--- config.mk ---
export PLATFORM = sky130hd
export DESIGN_NAME = if_fetch_queue
export DESIGN_NICKNAME = d
export VERILOG_FILES = /design/src/rtl/if_fetch_queue_pkg.sv /design/src/rtl/if_fetch_queue_fifo.sv /design/src/rtl/if_fetch_queue.sv
export SDC_FILE = /design/constraint.sdc
export NUM_CORES = 1
export LEC_CHECK = 0
export CAP_MARGIN = 10
export CORE_AREA = 3 3 230 232
export DETAILED_ROUTE_END_ITERATION = 10
export DIE_AREA = 0 0 233 235
export DONT_BUFFER_PORTS = 1
export HOLD_SLACK_MARGIN = 0.1
export PLACE_DENSITY = 0.37
export SLEW_MARGIN = 20
export SYNTH_ARGS = -nofsm -noshare
export SYNTH_HDL_FRONTEND = slang
export SYNTH_HIERARCHICAL = 1
export SYNTH_SLANG_ARGS = --single-unit
--- constraint.sdc ---
create_clock -name clk -period 3.1 [get_ports clk]
set_input_delay 0.62 -clock clk [delete_from_list [all_inputs] [get_ports clk]]
set_output_delay 0.62 -clock clk [all_outputs]
set_load 0.005 [all_outputs]
--- src/rtl/if_fetch_queue_pkg.sv ---
// Shared fetch-stage definitions: PC increment, default widths and the
// {npc, instr} queue entry layout used by IF, ID and the hazard logic.
package if_defs;

  localparam int PC_INCR    = 4;
  localparam int AW_DEFAULT = 32;
  localparam int DW_DEFAULT = 32;

  // Queue entry layout: next-PC in the upper bits, instruction in the lower.
  typedef struct packed {
    logic [AW_DEFAULT-1:0] npc;
    logic [DW_DEFAULT-1:0] instr;
  } fetch_entry_t;

endpackage

--- src/rtl/if_fetch_queue_fifo.sv ---
// Prefetch FIFO: power-of-two depth, push/pop/synchronous clear, exposes
// occupancy and the head entry. Clear takes priority over push and pop.
module fetch_fifo #(
  parameter int W     = 64,
  parameter int DEPTH = 4
) (
  input  logic                         clk,
  input  logic                         rst,
  input  logic                         clr,
  input  logic                         push,
  input  logic                         pop,
  input  logic [W-1:0]                 din,
  output logic [W-1:0]                 dout,
  output logic [$clog2(DEPTH+1)-1:0]   count
);

  localparam int PW = $clog2(DEPTH);

  logic [W-1:0]  mem [DEPTH];
  logic [PW-1:0] rd_ptr;
  logic [PW-1:0] wr_ptr;

  // Pointers wrap naturally because DEPTH is a power of two; clear resets them.
  always_ff @(posedge clk or posedge rst) begin
    if (rst) begin
      rd_ptr <= '0;
      wr_ptr <= '0;
      count  <= '0;
    end else if (clr) begin
      rd_ptr <= '0;
      wr_ptr <= '0;
      count  <= '0;
    end else begin
      if (push) wr_ptr <= wr_ptr + 1'b1;
      if (pop)  rd_ptr <= rd_ptr + 1'b1;
      if (push && !pop)      count <= count + 1'b1;
      else if (pop && !push) count <= count - 1'b1;
    end
  end

  // Entry storage carries no reset; validity is tracked by count alone.
  always_ff @(posedge clk) begin
    if (push && !clr) mem[wr_ptr] <= din;
  end

  assign dout = mem[rd_ptr];

endmodule

--- src/rtl/if_fetch_queue.sv ---
// Instruction-fetch stage: sequential fetch to a one-cycle synchronous
// memory, prefetch queue of {npc, instr}, valid/stall handshake to ID and
// branch redirect that flushes everything buffered or in flight.
module if_fetch_queue
  import if_defs::*;
#(
  parameter int            AW       = AW_DEFAULT,
  parameter int            DW       = DW_DEFAULT,
  parameter int            DEPTH    = 4,
  parameter logic [AW-1:0] PC_RESET = '0
) (
  input  logic          clk,
  input  logic          rst,
  input  logic          PCSrc,
  input  logic [AW-1:0] EX_MEM,
  input  logic          id_stall,
  output logic          imem_req,
  output logic [AW-1:0] imem_addr,
  input  logic [DW-1:0] imem_rdata,
  output logic [AW-1:0] npcout,
  output logic [DW-1:0] instrout,
  output logic          if_valid
);

  localparam int            CW        = $clog2(DEPTH+1);
  localparam logic [CW:0]   DEPTH_OCC = (CW+1)'(DEPTH);
  localparam logic [AW-1:0] INCR      = AW'(PC_INCR);

  logic [AW-1:0]    pc;
  logic [AW-1:0]    req_pc;
  logic             inflight;
  logic [CW-1:0]    count;
  logic [CW:0]      occupancy;
  logic             issue;
  logic             resp_kill;
  logic             push;
  logic             pop;
  logic [AW+DW-1:0] head;

  // Entries held plus the one outstanding response bound the issue window,
  // so a returning instruction always has a free slot.
  assign occupancy = {1'b0, count} + {{CW{1'b0}}, inflight};
  assign issue     = !PCSrc && (occupancy < DEPTH_OCC);

  // A response landing in a redirect cycle belongs to the old path.
  assign resp_kill = PCSrc && inflight;
  assign push      = inflight && !resp_kill;
  assign pop       = if_valid && !id_stall && !PCSrc;

  // PC, request tracking and the recorded request PC for the next push.
  always_ff @(posedge clk or posedge rst) begin
    if (rst) begin
      pc       <= PC_RESET;
      req_pc   <= PC_RESET;
      inflight <= 1'b0;
    end else begin
      inflight <= issue;
      if (PCSrc) begin
        pc <= EX_MEM;
      end else if (issue) begin
        pc     <= pc + INCR;
        req_pc <= pc;
      end
    end
  end

  fetch_fifo #(
    .W     (AW + DW),
    .DEPTH (DEPTH)
  ) u_fifo (
    .clk   (clk),
    .rst   (rst),
    .clr   (PCSrc),
    .push  (push),
    .pop   (pop),
    .din   ({req_pc + INCR, imem_rdata}),
    .dout  (head),
    .count (count)
  );

  assign imem_req  = issue && !rst;
  assign imem_addr = pc;
  assign if_valid  = (count != '0);
  assign npcout    = if_valid ? head[AW+DW-1:DW] : '0;
  assign instrout  = if_valid ? head[DW-1:0]     : '0;

endmodule
==> results <==
- The proportion of synthesized area in mux cells is 13.31%.
- The core region is 51200 um^2.
- The total clock buffers created by CTS is 40.
- The cell type with the largest total area after synthesis is edfxtp_1.
- The final setup violation count is 0.
- The post-route netlist has 21.56% of its cells at a drive strength greater than 1.
- After synthesis, the share of flip-flops with an asynchronous set or reset is 21.95%.
- IR analysis of the VDD net gives a maximum drop of 0.3541 mV.
- The combined global-route utilization of all metal layers is 12.49%.
- In this run the worst path has a maximum fanout of 65.
- The total die area is 54760 um^2.
- The sequential share of the synthesized area is 68.89%.
- The number of DRC violations after detailed routing is 0.
- The xor and xnor fraction of the mapped netlist area is 2.798%.
- The power per standard cell area is 729.7 nW/um^2.
- The number of register bits inferred by synthesis is 328.
- The cell count after synthesis is 816.
- The static power due to leakage is 5.217 nW.
- The clock passes through at most 3 buffers.
- The clock-pin transition on the worst setup and hold timing paths is 0.06 ns.
- The critical path arrival is 2.28 ns.
- The Yosys warning count is 6.
- In this run the horizontal extent of the chip is 233 um.
- The clock net in this run drives a total of 328 sinks.
- Yosys attributes the largest share of cell area to edfxtp_1, dfrtp_1, mux4_2, and2_1, mux2_2.
- The data required time at the worst endpoint is 2.48 ns.
- In this run, flip-flops and latches consume 46.4% of the power.
- For the pin with the worst max-slew slack, the measured transition is 0.8980 ns.
- The initial antenna violation count came to 0.
- The count of max-cap constraint violations is 0.
- The category of the critical setup timing path is reg2out.
- The main combinational cell family by area after synthesis is multiplexers.
- The floorplan row count is 83.
- The flow ran to the end, and the final reports show no timing, DRC or antenna violations.
- The pin count of the biggest net entering global routing is 66.
- The finished layout cell area is 16190 um^2.
- The die height is 235 um.
- The clock latency of the later-clocked register in the worst-skew pair is 0.56 ns.
- The number of nets handed over by synthesis was 891.
- The final period utilization is 93.52%.
- The maximum frequency from static timing analysis is 344.9 MHz.
- The total overflow left after global routing is 0.
- The number of hold violations in the final report is 0.
- The minimum period implied by the final worst setup slack is 2.899 ns.
- The last weighted congestion value of the routability-driven placer is 0.6675.
- The final-report max-slew violation count is 0.
- The number of placed instances, taps included, is 1477.
- The post-synthesis to final-layout area growth is 17.50%.
- The endpoint identified for the worst register-to-register timing path is imem_addr[25]$_DFFE_PP0P_.
- The count of port buffers added during placement is 0.
- The CTS H-tree depth is 2.
- Counting flops with a built-in enable in the synthesized netlist gives 256.
- The number of antenna diodes in the final layout is 0.
- The detail route stage leaves a number of antenna-violating nets equal to 0.
- Across the routed clock network, the largest skew measured is 0.01437 ns.
- The worst hold path begins at imem_rdata[2].
- The tightest min-delay check is of the in2reg type.
- Leaving out fill and tap cells, the most frequent cell in the layout is edfxtp_1.
- In the layout the commonest cells are edfxtp_1, dfrtp_1, and2_1, mux4_2, clkbuf_16.
- The switching fraction of total power is 26.33%.
- The worst slew margin relative to its limit is 40.07%.
- The post-synthesis share of cell area spent on full adders, half adders and majority gates is 0.6903%.
- Per report_power, the combinational group accounts for 14.1% of the total.
- TritonCTS built the clock tree.
- The number of search-and-repair iterations in the first detailed-routing pass is 6.
- Of the total power, the clock network draws 39.5%.
- The cell depth of the worst min-delay path is 0.
- The synthesized netlist devotes 10.02% of its cell area to simple gates.
- The switching power total is 3.109 mW.
- The register-to-register path setup slack is 0.58 ns.
- Once placement finished, the instance area stood at 14700 um^2.
- The synthesized netlist occupies a cell area of 13770 um^2.
- The number of global-route vias before repair is 7708.
- The most common flop cell mapped by yosys is edfxtp_1.
- The clock root buffer is clkbuf_16.
- The startpoint identified for the worst register-to-register timing path is u_fifo/count[0]$_DFFE_PP0P_.
- Leaving out filler cells and counting taps, the final layout contains 1566.
- The number of distinct library cells after synthesis is 49.
- The internal power contribution is 8.701 mW.
- The share of the synthesized area in compound gates (AO/OA/AOI/OAI) is 2.289%.
- STA classifies the critical path startpoint as a flip-flop.
- For the final routed database, the setup TNS stands at 0 ns.
- The endpoint with the worst hold slack is u_fifo/mem[0][2]$_DFFE_PP_.
- The number of gates resized after CTS was 0.
- The detailed-placement wirelength estimate is 20870 um.
- The detailed router finished its first iteration with 335 violations.
- For this run, the post-layout net count is 932.
- The number of primary I/O pins is 166.
- The initial utilization of the core area, before any placement, comes to 26.90%.
- Dividing the detail-routed via count by the number of cells gives 4.600.
- The synthesized design devotes to its leading area cell type 55.81% of total area.
- In this run the mean area of a mapped cell was 16.88 um^2.
- Summed over all layers, the routed wires come to 33830 um.
- Setup repair after global routing left no endpoint under its margin.
- The number of cell instances on the worst register-to-register path is 4.
- The overall via count from detail_route is 7204.
- The first-pass GRT wire length is 51490 um.
- The critical path endpoint category is a primary output.
- The detail-routed net length per standard cell is 21.60 um.
registers in the layout (all words and copies together), names as in the netlist:
register and cells:
u_fifo/wr_ptr 2, u_fifo/rd_ptr 2, imem_addr 32, req_pc 32
u_fifo/mem 256, u_fifo/count 3, inflight 1
cell usage after synthesis, drive strengths merged, types with 3 or more instances:
cell type  count
and3           7
and2          69
o211ai         4
mux2          33
clkbuf        22
or4           18
or3            7
a31oi         13
nand2         33
nor2          24
nor3           3
o21ai         16
and4           7
buf           20
nor4           8
xor2           8
nor2b          4
mux4          64
nand3         25
ha             6
dfrtp         72
nor3b          5
o31ai         12
inv           12
nand4         15
edfxtp       256
xnor2         36
cells by family after synthesis:
family,after synthesis
multiplexers,99
flip-flops,328
buffers and inverters,54
AO/OA/AOI/OAI,50
AND/OR/NAND/NOR,234
XOR/XNOR,44
adder cells (fa/ha/maj),7
metal layers:
metal	vias to the layer above	global-route usage, %	wire (um)	share of wire (%)
met5	-	0	0	0
li1	3279	-	-	-
met3	50	3.310	1992	5.9
met4	0	4.143	832	2.5
met1	3711	17.09	15390	45
met2	164	19.28	15620	46
worst max-delay path, stage by stage (launching register included):
cell	delay (ns)
dfrtp_1	0.48
or3_2	0.50
buf_4	0.38
and2_1	0.35
layout make-up:
| class | count | area (um^2) |
|---|---|---|
| Clock inverter | 24 | 265.3 |
| Multi-Input combinational cell | 434 | 4025 |
| Inverter | 12 | 45.04 |
| Sequential cell | 328 | 9497 |
| Timing Repair Buffer | 41 | 465.4 |
| Tap cell | 680 | 850.8 |
| Clock buffer | 47 | 1037 |
| Fill cell | 5028 | 35010 |
worst max-delay path by stage:
| stage | startpoint | slack, ns | cells past startpoint | end |
|---|---|---|---|---|
| finish | u_fifo/count[2]$_DFFE_PP0P_ | 0.20 | 3 | npcout[16] |
| global placement | u_fifo/count[0]$_DFFE_PP0P_ | 0.64 | 4 | imem_addr[19]$_DFFE_PP0P_ |
| detailed placement | req_pc[3]$_DFFE_PP0P_ | 0.62 | 6 | u_fifo/mem[1][50]$_DFFE_PP_ |
| global route | u_fifo/count[2]$_DFFE_PP0P_ | 0.02 | 3 | npcout[13] |
| floorplan | PCSrc | 0.49 | 8 | u_fifo/count[2]$_DFFE_PP0P_ |
| CTS | u_fifo/count[2]$_DFFE_PP0P_ | 0.09 | 3 | npcout[16] |
repair_timing:
item,4_1_cts,5_1_grt
hold endpoints to repair,89,0
hold buffers,18,0
setup buffers,0,0
through the flow:
stage                     util, %  power [mW]  worst slack (ns)  hold slack [ns]
after floorplan                 -       6.684            0.4909           0.4234
after global placement      28.72       7.278            0.6446           0.4859
after detailed placement    28.72       7.309            0.6186           0.4870
after CTS                   31.61       12.14           0.08883           0.1002
after global routing        31.61       12.46           0.02464           0.1124
final                       31.61       11.81            0.2008           0.1599
power groups by stage:
stage / logic, mW / registers, mW / clock network [mW]
floorplan: 1.23 / 5.46 / 0
global placement: 1.70 / 5.58 / 0
detailed placement: 1.72 / 5.58 / 0
CTS: 1.76 / 5.49 / 4.89
global route: 1.88 / 5.53 / 5.04
finish: 1.67 / 5.48 / 4.66
No activity file was read; power rests on OpenSTA's default activity.
